$ cat src/rtl/multi_add_seq_if.sv
// Client-side request/response bundle for multi_add_seq; WORDS sets operand width.
// Optional rsp_z/rsp_n flags appear only when MULTI_ADD_FLAGS_EN is defined.
// Handshake: valid/ready on both the request and the response channel.
interface multi_add_seq_if #(
    parameter int WORDS = 4
);
    logic                  req_valid;
    logic                  req_ready;
    logic                  req_sub;
    logic [32*WORDS-1:0]   req_a;
    logic [32*WORDS-1:0]   req_b;
    logic                  rsp_valid;
    logic                  rsp_ready;
    logic [32*WORDS-1:0]   rsp_s;
    logic                  rsp_co;
    logic                  rsp_ovf;
`ifdef MULTI_ADD_FLAGS_EN
    logic                  rsp_z;
    logic                  rsp_n;

    modport master (
        output req_valid, req_sub, req_a, req_b, rsp_ready,
        input  req_ready, rsp_valid, rsp_s, rsp_co, rsp_ovf, rsp_z, rsp_n
    );
    modport slave (
        input  req_valid, req_sub, req_a, req_b, rsp_ready,
        output req_ready, rsp_valid, rsp_s, rsp_co, rsp_ovf, rsp_z, rsp_n
    );
`else
    modport master (
        output req_valid, req_sub, req_a, req_b, rsp_ready,
        input  req_ready, rsp_valid, rsp_s, rsp_co, rsp_ovf
    );
    modport slave (
        input  req_valid, req_sub, req_a, req_b, rsp_ready,
        output req_ready, rsp_valid, rsp_s, rsp_co, rsp_ovf
    );
`endif
endinterface

$ cat src/rtl/multi_add_seq.sv
// Multi-precision add/sub over a shared 32-bit CLA, one word per cycle LSW first (MULTI_ADD_FLAGS_EN adds rsp_z/rsp_n).
// Latency: accept in cycle T, rsp_valid (registered) in cycle T+WORDS+1.
// Backpressure: one op in flight; result held in DONE until rsp_ready, req_ready only in IDLE.
module multi_add_seq #(
    parameter int WORDS = 4
) (
    input  logic        clk,
    input  logic        rst_n,
    multi_add_seq_if.slave bus,
    output logic [31:0] add_a,
    output logic [31:0] add_b,
    output logic        add_ci,
    input  logic        add_g,
    input  logic        add_p,
    input  logic [31:0] add_s
);
    localparam int W  = 32 * WORDS;
    localparam int IW = (WORDS > 1) ? $clog2(WORDS) : 1;
    localparam logic [IW-1:0] LAST = IW'(WORDS - 1);

    typedef enum logic [1:0] {IDLE, RUN, DONE} state_t;

    state_t          state_q, state_d;
    logic [W-1:0]    a_q, b_q, s_q;
    logic            sub_q, carry_q, co_q, ovf_q;
    logic [IW-1:0]   idx_q;
    logic            req_ready, rsp_valid, carry_nxt, last;

    assign last      = (idx_q == LAST);
    assign carry_nxt = add_g | (add_p & carry_q);

    always_ff @(posedge clk or negedge rst_n) begin
        if (!rst_n) state_q <= IDLE;
        else        state_q <= state_d;
    end

    // Adder inputs are forced to zero outside RUN so the shared CLA stays quiet.
    always_comb begin
        state_d   = state_q;
        req_ready = 1'b0;
        rsp_valid = 1'b0;
        add_a     = 32'd0;
        add_b     = 32'd0;
        add_ci    = 1'b0;
        case (state_q)
            IDLE: begin
                req_ready = 1'b1;
                if (bus.req_valid) state_d = RUN;
            end
            RUN: begin
                add_a  = a_q[{idx_q, 5'd0} +: 32];
                add_b  = b_q[{idx_q, 5'd0} +: 32] ^ {32{sub_q}};
                add_ci = carry_q;
                if (last) state_d = DONE;
            end
            DONE: begin
                rsp_valid = 1'b1;
                if (bus.rsp_ready) state_d = IDLE;
            end
            default: state_d = IDLE;
        endcase
    end

    always_ff @(posedge clk or negedge rst_n) begin
        if (!rst_n) begin
            a_q     <= '0;
            b_q     <= '0;
            s_q     <= '0;
            sub_q   <= 1'b0;
            carry_q <= 1'b0;
            co_q    <= 1'b0;
            ovf_q   <= 1'b0;
            idx_q   <= '0;
        end else if (state_q == IDLE && bus.req_valid) begin
            a_q     <= bus.req_a;
            b_q     <= bus.req_b;
            sub_q   <= bus.req_sub;
            carry_q <= bus.req_sub;
            idx_q   <= '0;
        end else if (state_q == RUN) begin
            s_q[{idx_q, 5'd0} +: 32] <= add_s;
            carry_q <= carry_nxt;
            if (last) begin
                co_q  <= carry_nxt;
                // Signed overflow: operands agree in sign but the top word's sum does not.
                ovf_q <= (add_a[31] == add_b[31]) && (add_s[31] != add_a[31]);
            end else begin
                idx_q <= idx_q + 1'b1;
            end
        end
    end

`ifdef MULTI_ADD_FLAGS_EN
    logic z_q;

    // Zero flag built word by word; word 0 restarts the accumulation.
    always_ff @(posedge clk or negedge rst_n) begin
        if (!rst_n)                z_q <= 1'b0;
        else if (state_q == RUN)   z_q <= ((idx_q == '0) ? 1'b1 : z_q) & ~(|add_s);
    end

    assign bus.rsp_z = z_q;
    assign bus.rsp_n = s_q[W-1];
`endif

    assign bus.req_ready = req_ready;
    assign bus.rsp_valid = rsp_valid;
    assign bus.rsp_s     = s_q;
    assign bus.rsp_co    = co_q;
    assign bus.rsp_ovf   = ovf_q;
endmodule
$ cat src/flat_wrapper.sv
// flat-port wrapper written by rule: the top's interface ports become plain ports
module multi_add_seq_flat 
#(
    parameter int WORDS = 4
)
  (clk, rst_n, add_a, add_b, add_ci, add_g, add_p, add_s, bus_req_valid, bus_req_sub, bus_req_a, bus_req_b, bus_rsp_ready, bus_req_ready, bus_rsp_valid, bus_rsp_s, bus_rsp_co, bus_rsp_ovf);
  multi_add_seq_if #(.WORDS(WORDS)) bus_i ();
  input  logic clk;
  input  logic rst_n;
  output logic [31:0] add_a;
  output logic [31:0] add_b;
  output logic add_ci;
  input  logic add_g;
  input  logic add_p;
  input  logic [31:0] add_s;
  input wire logic [$bits(bus_i.req_valid)-1:0] bus_req_valid;
  input wire logic [$bits(bus_i.req_sub)-1:0] bus_req_sub;
  input wire logic [$bits(bus_i.req_a)-1:0] bus_req_a;
  input wire logic [$bits(bus_i.req_b)-1:0] bus_req_b;
  input wire logic [$bits(bus_i.rsp_ready)-1:0] bus_rsp_ready;
  output wire logic [$bits(bus_i.req_ready)-1:0] bus_req_ready;
  output wire logic [$bits(bus_i.rsp_valid)-1:0] bus_rsp_valid;
  output wire logic [$bits(bus_i.rsp_s)-1:0] bus_rsp_s;
  output wire logic [$bits(bus_i.rsp_co)-1:0] bus_rsp_co;
  output wire logic [$bits(bus_i.rsp_ovf)-1:0] bus_rsp_ovf;
  assign bus_i.req_valid = bus_req_valid;
  assign bus_i.req_sub = bus_req_sub;
  assign bus_i.req_a = bus_req_a;
  assign bus_i.req_b = bus_req_b;
  assign bus_i.rsp_ready = bus_rsp_ready;
  assign bus_req_ready = bus_i.req_ready;
  assign bus_rsp_valid = bus_i.rsp_valid;
  assign bus_rsp_s = bus_i.rsp_s;
  assign bus_rsp_co = bus_i.rsp_co;
  assign bus_rsp_ovf = bus_i.rsp_ovf;
  multi_add_seq #(.WORDS(WORDS)) u_core (.clk(clk), .rst_n(rst_n), .bus(bus_i), .add_a(add_a), .add_b(add_b), .add_ci(add_ci), .add_g(add_g), .add_p(add_p), .add_s(add_s));
endmodule
$ cat config.mk
export PLATFORM = sky130hd
export DESIGN_NAME = multi_add_seq_flat
export DESIGN_NICKNAME = d
export VERILOG_FILES = /design/src/rtl/multi_add_seq_if.sv /design/src/rtl/multi_add_seq.sv /design/src/flat_wrapper.sv
export SDC_FILE = /design/constraint.sdc
export NUM_CORES = 1
export LEC_CHECK = 0
export CORE_MARGIN = 2
export CORE_UTILIZATION = 47
export CTS_CLUSTER_SIZE = 20
export DETAILED_ROUTE_END_ITERATION = 8
export DONT_BUFFER_PORTS = 1
export PLACE_DENSITY = 0.63
export RECOVER_POWER = 100
export SLEW_MARGIN = 10
export SYNTH_ARGS = -nofsm -noshare
export SYNTH_HDL_FRONTEND = slang
export SYNTH_SLANG_ARGS = --single-unit
$ cat constraint.sdc
create_clock -name clk -period 2.4 [get_ports clk]
set_clock_uncertainty 0.2 [all_clocks]
set_input_delay 0.24 -clock clk [delete_from_list [all_inputs] [get_ports clk]]
set_output_delay 0.24 -clock clk [all_outputs]
set_load 0.01 [all_outputs]
==> out/results.txt <==
Crit. End Element - output pin
Status - finished with violations
Slew Limit Headroom - 53.7%
Starting DRT DRC Count - 939
Crit-path max FO - 6
Drt first pass iters - 5
Ys Warns - 0
Peak VDD IR - 894 uV
Layout cells sized above 1 - 14.1%
WL met2 - 26800 um
Metal3 WL - 4250 um
P_leak - 10.9 nW
Worst-path clk slew - 0.06 ns
Antenna violations before repair - 7
Setup Total Neg Slack - -14.00 ns
Max-cap violations - 0
PwrDens - 1360 nW/um^2
Largest area contributor in the netlist - dfrtp_1
Final wirelength - 53900 um
Layout area overhead - 33.5%
H-tree level count - 2
Non-Filler Instances - 2472
Vias in the first global route - 14600
Vias/cell - 5.57
First-pass GRT wire length - 83100 um
Dpl cells - 2056
Vias - 13800
# clock sinks - 392
IO buf count - 0
Synth unique cells - 35
Final instance area - 22500 um^2
Failing checks - negative hold slack, negative setup slack
Die H - 193 um
Syn Nets - 1963
Final slew viol count - 0
Achievable Freq - 375 MHz
Register bit count reported by yosys - 392
Crit path time final - 2.66 ns
Placed instance area - 17500 um^2
Post-synth ARST share - 100%
GP Congestion - 0.857
Final ANT Viol Nets - 0
Met1 Wirelength - 20600 um
Num CTS Buffers - 42
Final hold slack - -0.835 ns
GRT Util Overall - 28.2%
Hold Crit Class - in -> async
Worst skew pair latency - 0.56 ns
Clk buf depth - 3
Top post-synthesis cells by count - nand2_1 (833), dfrtp_1 (392), a22o_1 (100)
CTS tree - yes
Crit path kind - reg -> out
Worst Slack Setup Final - -0.263 ns
Hold bufs inserted after CTS - 305
Syn avg cell area - 10.1 um^2
Core area - 35500 um^2
Total Power - 30.6 mW
Post-synth top flop - dfrtp_1
Area share of the largest cell type after synthesis - 58.2%
WP data arrival - 2.22 ns
R2R setup slack - -0.09 ns
Post-DP HPWL - 31300 um
Site row count - 69
Most common cell in the synthesized netlist - nand2_1
Final global-route overflow total - 0
Pin count of the biggest net entering global routing - 393
Number of top-level pins - 492
Nets - 2274
DP Worst Slack - 0.168 ns
Crit path required time - 1.96 ns
Initial Util - 47.5%
Unrepaired setup endpoints after global routing - yes
Number of flops mapped to enable cells by yosys - 0
Post-route DRC - 0
CP startpoint kind - register
Die ar. - 37400 um^2
Post-DR wirelength/cell - 21.8 um
Setup violators final - 98
Cells after Synth - 1663
Post-Route Utilization - 63.4%
Final worst-path cycle share - 111%
Top Metal Used - met4
Slew @ Worst Pin - 0.695 ns
Synthesized cell area - 16900 um^2
CTS Root Cell - clkbuf_16
DIE WIDTH - 193 um
Final hold vios - 392
Largest cells by area after synthesis - dfrtp_1 (58%), nand2_1 (19%), mux4_2 (8.5%)
Register area share after synthesis - 58.2%
==> layer usage <==
metal / GRT usage, % / up-vias
met5: 0 / -
met4: 12.9 / 0
met3: 7.32 / 156
met2: 46.6 / 713
met1: 35.0 / 6850
li1: - / 6046
==> cells in the final DEF (no fill, tap or decap), drive strengths merged <==
cell         Yosys  layout
dfrtp          392     392
nor3b            1       1
nor4             3       3
or3b             1       1
o211ai           1       1
nand2          834     834
clkinvlp         0       2
nor2            38      38
a211o            1       1
a22o           100     100
xnor2           33      33
or2b             1       1
bufbuf           0       1
clkbuf          52      78
bufinv           0       2
nand4            1       1
buf             58      53
o21ai           31      31
dlygate4sd3      0     305
ha               5       5
nand3            2       2
clkinv           0       8
mux4            64      64
o31ai            1       1
and2b            1       1
a21oi            2       2
inv              4       6
diode            0       7
nand2b           2       2
and2            34      34
nor4b            1       1
==> kinds of logic after synthesis <==
group,Yosys count,synth area share (%)
adders and majority gates,5,0.371
and+or+nand+nor,919,21.5
buffers and inverters,114,3.33
xor gates and xnor gates,33,1.76
DFF,392,58.2
AOI/OAI and AO/OA,136,6.32
muxes,64,8.55
==> final timing paths <==
kind                                      start               endpoint  depth (start not counted)
min in group clk                   bus_req_b[8]          u_core.b_q[8]                          3
worst min-delay path                      rst_n          u_core.b_q[8]                          0
worst max-delay path            u_core.idx_q[0]              add_b[10]                          5
max in group asynchronous                 rst_n         u_core.a_q[53]                          0
worst max register to register  u_core.idx_q[0]  u_core.bus.rsp_s[100]                          9
worst min register to register  u_core.b_q[102]        u_core.b_q[102]                          2
==> flip-flops by register name, indices dropped and copies added, names as in the netlist <==
register	flops
u_core.a_q	128
u_core.b_q	128
u_core.bus.rsp_s	128
u_core.idx_q	2
u_core.state_q	2
u_core.bus.rsp_co	1
u_core.bus.rsp_ovf	1
u_core.carry_q	1
u_core.sub_q	1
==> cell type report <==
class                   count  area (um^2)
clock inverters            14          133
clock buffers              60         1260
inverters                   4         20.0
fillers                  2555        13000
multi-input cells        1157         6680
flip-flops and latches    392         9820
diodes                      7         17.5
well taps                 461          577
repair buffers            377         4000
==> report_power, final <==
group	internal, mW	switching, mW	total (mW)
Clock	3.86	2.68	6.54
Combinational	5.87	6.53	12.4
Sequential	9.36	2.29	11.6
==> critical path, stage by stage, from the launching register on <==
cell	delay [ns]
dfrtp_4	0.52
buf_4	0.17
buf_16	0.14
mux4_2	0.43
xnor2_1	0.16
nor2_2	0.23
==> what timing repair did <==
item,in CTS,in global routing
endpoints found under the setup margin,65,113
endpoints found under the hold margin,784,392
pin swaps,7,7
gates resized for setup,72,42
buffers inserted,10,10
gates cloned,5,7
No activity file was read; power rests on OpenSTA's default activity.
==> RTL change, RTL diff (same flow settings) <==
`WORDS` is set to 4 in 3 places; all go to 2.
--- a/src/rtl/multi_add_seq_if.sv
+++ b/src/rtl/multi_add_seq_if.sv
@@ -2,7 +2,7 @@
 // Optional rsp_z/rsp_n flags appear only when MULTI_ADD_FLAGS_EN is defined.
 // Handshake: valid/ready on both the request and the response channel.
 interface multi_add_seq_if #(
-    parameter int WORDS = 4
+    parameter int WORDS = 2
 );
     logic                  req_valid;
     logic                  req_ready;
--- a/src/rtl/multi_add_seq.sv
+++ b/src/rtl/multi_add_seq.sv
@@ -2,7 +2,7 @@
 // Latency: accept in cycle T, rsp_valid (registered) in cycle T+WORDS+1.
 // Backpressure: one op in flight; result held in DONE until rsp_ready, req_ready only in IDLE.
 module multi_add_seq #(
-    parameter int WORDS = 4
+    parameter int WORDS = 2
 ) (
     input  logic        clk,
     input  logic        rst_n,
--- a/src/flat_wrapper.sv
+++ b/src/flat_wrapper.sv
@@ -1,7 +1,7 @@
 // flat-port wrapper written by rule: the top's interface ports become plain ports
 module multi_add_seq_flat 
 #(
-    parameter int WORDS = 4
+    parameter int WORDS = 2
 )
   (clk, rst_n, add_a, add_b, add_ci, add_g, add_p, add_s, bus_req_valid, bus_req_sub, bus_req_a, bus_req_b, bus_rsp_ready, bus_req_ready, bus_rsp_valid, bus_rsp_s, bus_rsp_co, bus_rsp_ovf);
   multi_add_seq_if #(.WORDS(WORDS)) bus_i ();
Interface: changed (resized bus_req_a, bus_req_b and bus_rsp_s); port bits go from 492 to 300. The function was not compared with the original's and may differ.
==> RTL change against the unedited design <==
The run ends with hold timing left. Via count fell by 51%. Final area fell by 51%. Highest routed layer unchanged. Power fell by 51%. Critical path depth fell by 1. Area after synthesis fell by 49%. Count of clock-buffer cells in the layout fell by 42. Largest power group is now sequential cells. Maximum frequency rose by 16%. Final cell count fell by 47%. Core utilization fell by 1.9 points. Wire length fell by 58%. Worst setup slack improved by 0.37 ns. Clock power fell by 58%. Sequential cell count fell by 193. Combinational power fell by 53%.
==> RTL change: results (changes against the unedited design) <==
Clock root cell: clkbuf_16
Antenna violations before repair: 1 (-6)
Cell variety after synth: 26 (-26%)
H-tree Lvls: 4 (+2)
Post-CTS Hold Buffers: 172 (-44%)
Nets: 1,242 (-45%)
Critical path peak fanout: 63 (+57)
Avg Cell Area, Syn: 9.38 um^2 (-7.5%)
Synthesis Warnings: 0 (unchanged)
Vias in the first global route: 7,116 (-51%)
Failing checks: hold timing
VDD IR max: 0.672 mV (-25%)
Actual slew at the worst max-slew pin: 0.751 ns (+0.0560 ns)
Final GP Congestion: 0.788 (-8.0%)
Smallest hold slack: -0.689 ns (+0.146 ns)
Placed insts: 1,111 (-46%)
Final Hold Viols: 199 (-49%)
DRC: 0 (unchanged)
Clk buf depth: 2 (-1)
DP HPWL: 13,800 um (-56%)
Final cell count without fillers: 1,320 (-47%)
Largest net degree at the start of global routing: 200 (-49%)
Fillers: 1,507 (-41%)
FF-to-FF path depth: 5 (-4)
Drt wl/cell: 17.1 um (-22%)
Post-synth ARST share: 1.00 (unchanged)
Initial DRC Count: 339 (-64%)
Cell Area, Placed: 0.00881 mm^2 (-50%)
Ranking of synthesized cells by area: dfrtp_1, nand2_1, mux2i_1
Layout cells sized above 1: 0.0597 (-0.0810)
Overall routing resource usage: 0.233 (-0.0489)
R2R Setup Slk: 0.17 ns (+0.26 ns)
Status: finished with violations
Sequential area share after synthesis: 0.575 (-0.00705)
Area Growth Syn to Fin: 28.0%
Post-DR vias/cell: 5.11 (-8.2%)
Setup violators final: 0 (-100%)
DR pass1 iterations: 4 (-1)
PortBufs: 0 (unchanged)
Reg2reg start: u_core.state_q[1]
First-pass GRT wire length: 36,500 um (-56%)
Clock-pin slew on the worst setup and hold paths: 0.07 ns
Most used DFF post-synth: dfrtp_1
Hold Crit Class: primary input to asynchronous set/reset pin
Clk_lat worst skew: 0.42 ns (-0.14 ns)
Crit path DAT: 1.86 ns (-0.36 ns)
TritonCTS buffer count: 17 (-60%)
Leak pwr: 5.52 nW (-49%)
Commonest cells post-synth: nand2_1, dfrtp_1, nor2_1
Worst r2r dst: u_core.b_q[62]
RTL change: changes by cell type after synthesis, sizes merged, moves of 2 or more:
cell    change
a22o       -69
and2       -31
buf        -16
clkbuf     -38
dfrtp     -193
ha          -5
inv         -2
mux2       +32
mux2i      +33
mux4       -64
nand2     -348
nor4        -3
o21ai      -27
RTL change: repair_timing:
action | in CTS | in global routing
endpoints found under the setup margin | 9 | 7
hold endpoints to repair | 397 | 199
gates resized for setup | 1 | 0
buffers inserted | 0 | 2
cloned | 0 | 0
RTL change: where the power goes:
group	leakage (nW)	switching, mW	internal, mW
clock	0.272	1.37	1.38
sequential	2.44	1.35	5.02
combinational	2.81	3.45	2.41
RTL change: worst max path at each step:
stage,from,to,slack [ns]
floorplan,u_core.idx_q,add_b[10],0.73
global placement,u_core.idx_q,add_b[1],0.43
detailed placement,u_core.idx_q,add_b[0],0.40
CTS,u_core.idx_q,add_b[0],0.02
global route,u_core.idx_q,add_b[24],0.007
finish,u_core.state_q[1],add_a[3],0.10
RTL change: per-stage QoR:
step,power (mW),setup slack (ns)
after floorplan,10.7,0.730
after global placement,11.8,0.434
after detailed placement,12.0,0.399
after CTS,15.1,0.0228
after global routing,16.1,0.00748
final,15.0,0.104
RTL change: metal layers:
layer | GRT usage | up-vias | part of all wire | wire [um]
li1 | - | 3207 | - | -
met1 | 0.288 | 3244 | 0.41 | 9350
met2 | 0.391 | 254 | 0.50 | 11200
met3 | 0.0664 | 44 | 0.064 | 1460
met4 | 0.0879 | 0 | 0.026 | 592
met5 | 0 | - | 0 | 0
RTL change: critical path: stages, from the launching register on:
cell and delay [ns]:
dfrtp_1 0.41, nand2b_2 0.24, nor2_8 0.11, buf_12 0.31, a22o_1 0.29
RTL change: kinds of logic after synthesis:
group | Yosys count | synth area share
AO/OA/AOI/OAI | 38 | 0.0360
XOR/XNOR | 32 | 0.0332
buffers and inverters | 58 | 0.0410
flip-flops | 199 | 0.575
multiplexers | 65 | 0.0797
AND/OR/NAND/NOR | 532 | 0.235
RTL change: area by class of cell:
type,instances,share of cell area
timing repair buffer,188,0.170
sequential,199,0.450
multi-input combinational,667,0.301
inverter,2,0.000677
antenna,3,0.000677
clock buffer,18,0.0387
tap,229,0.0258
clock inverter,14,0.0129
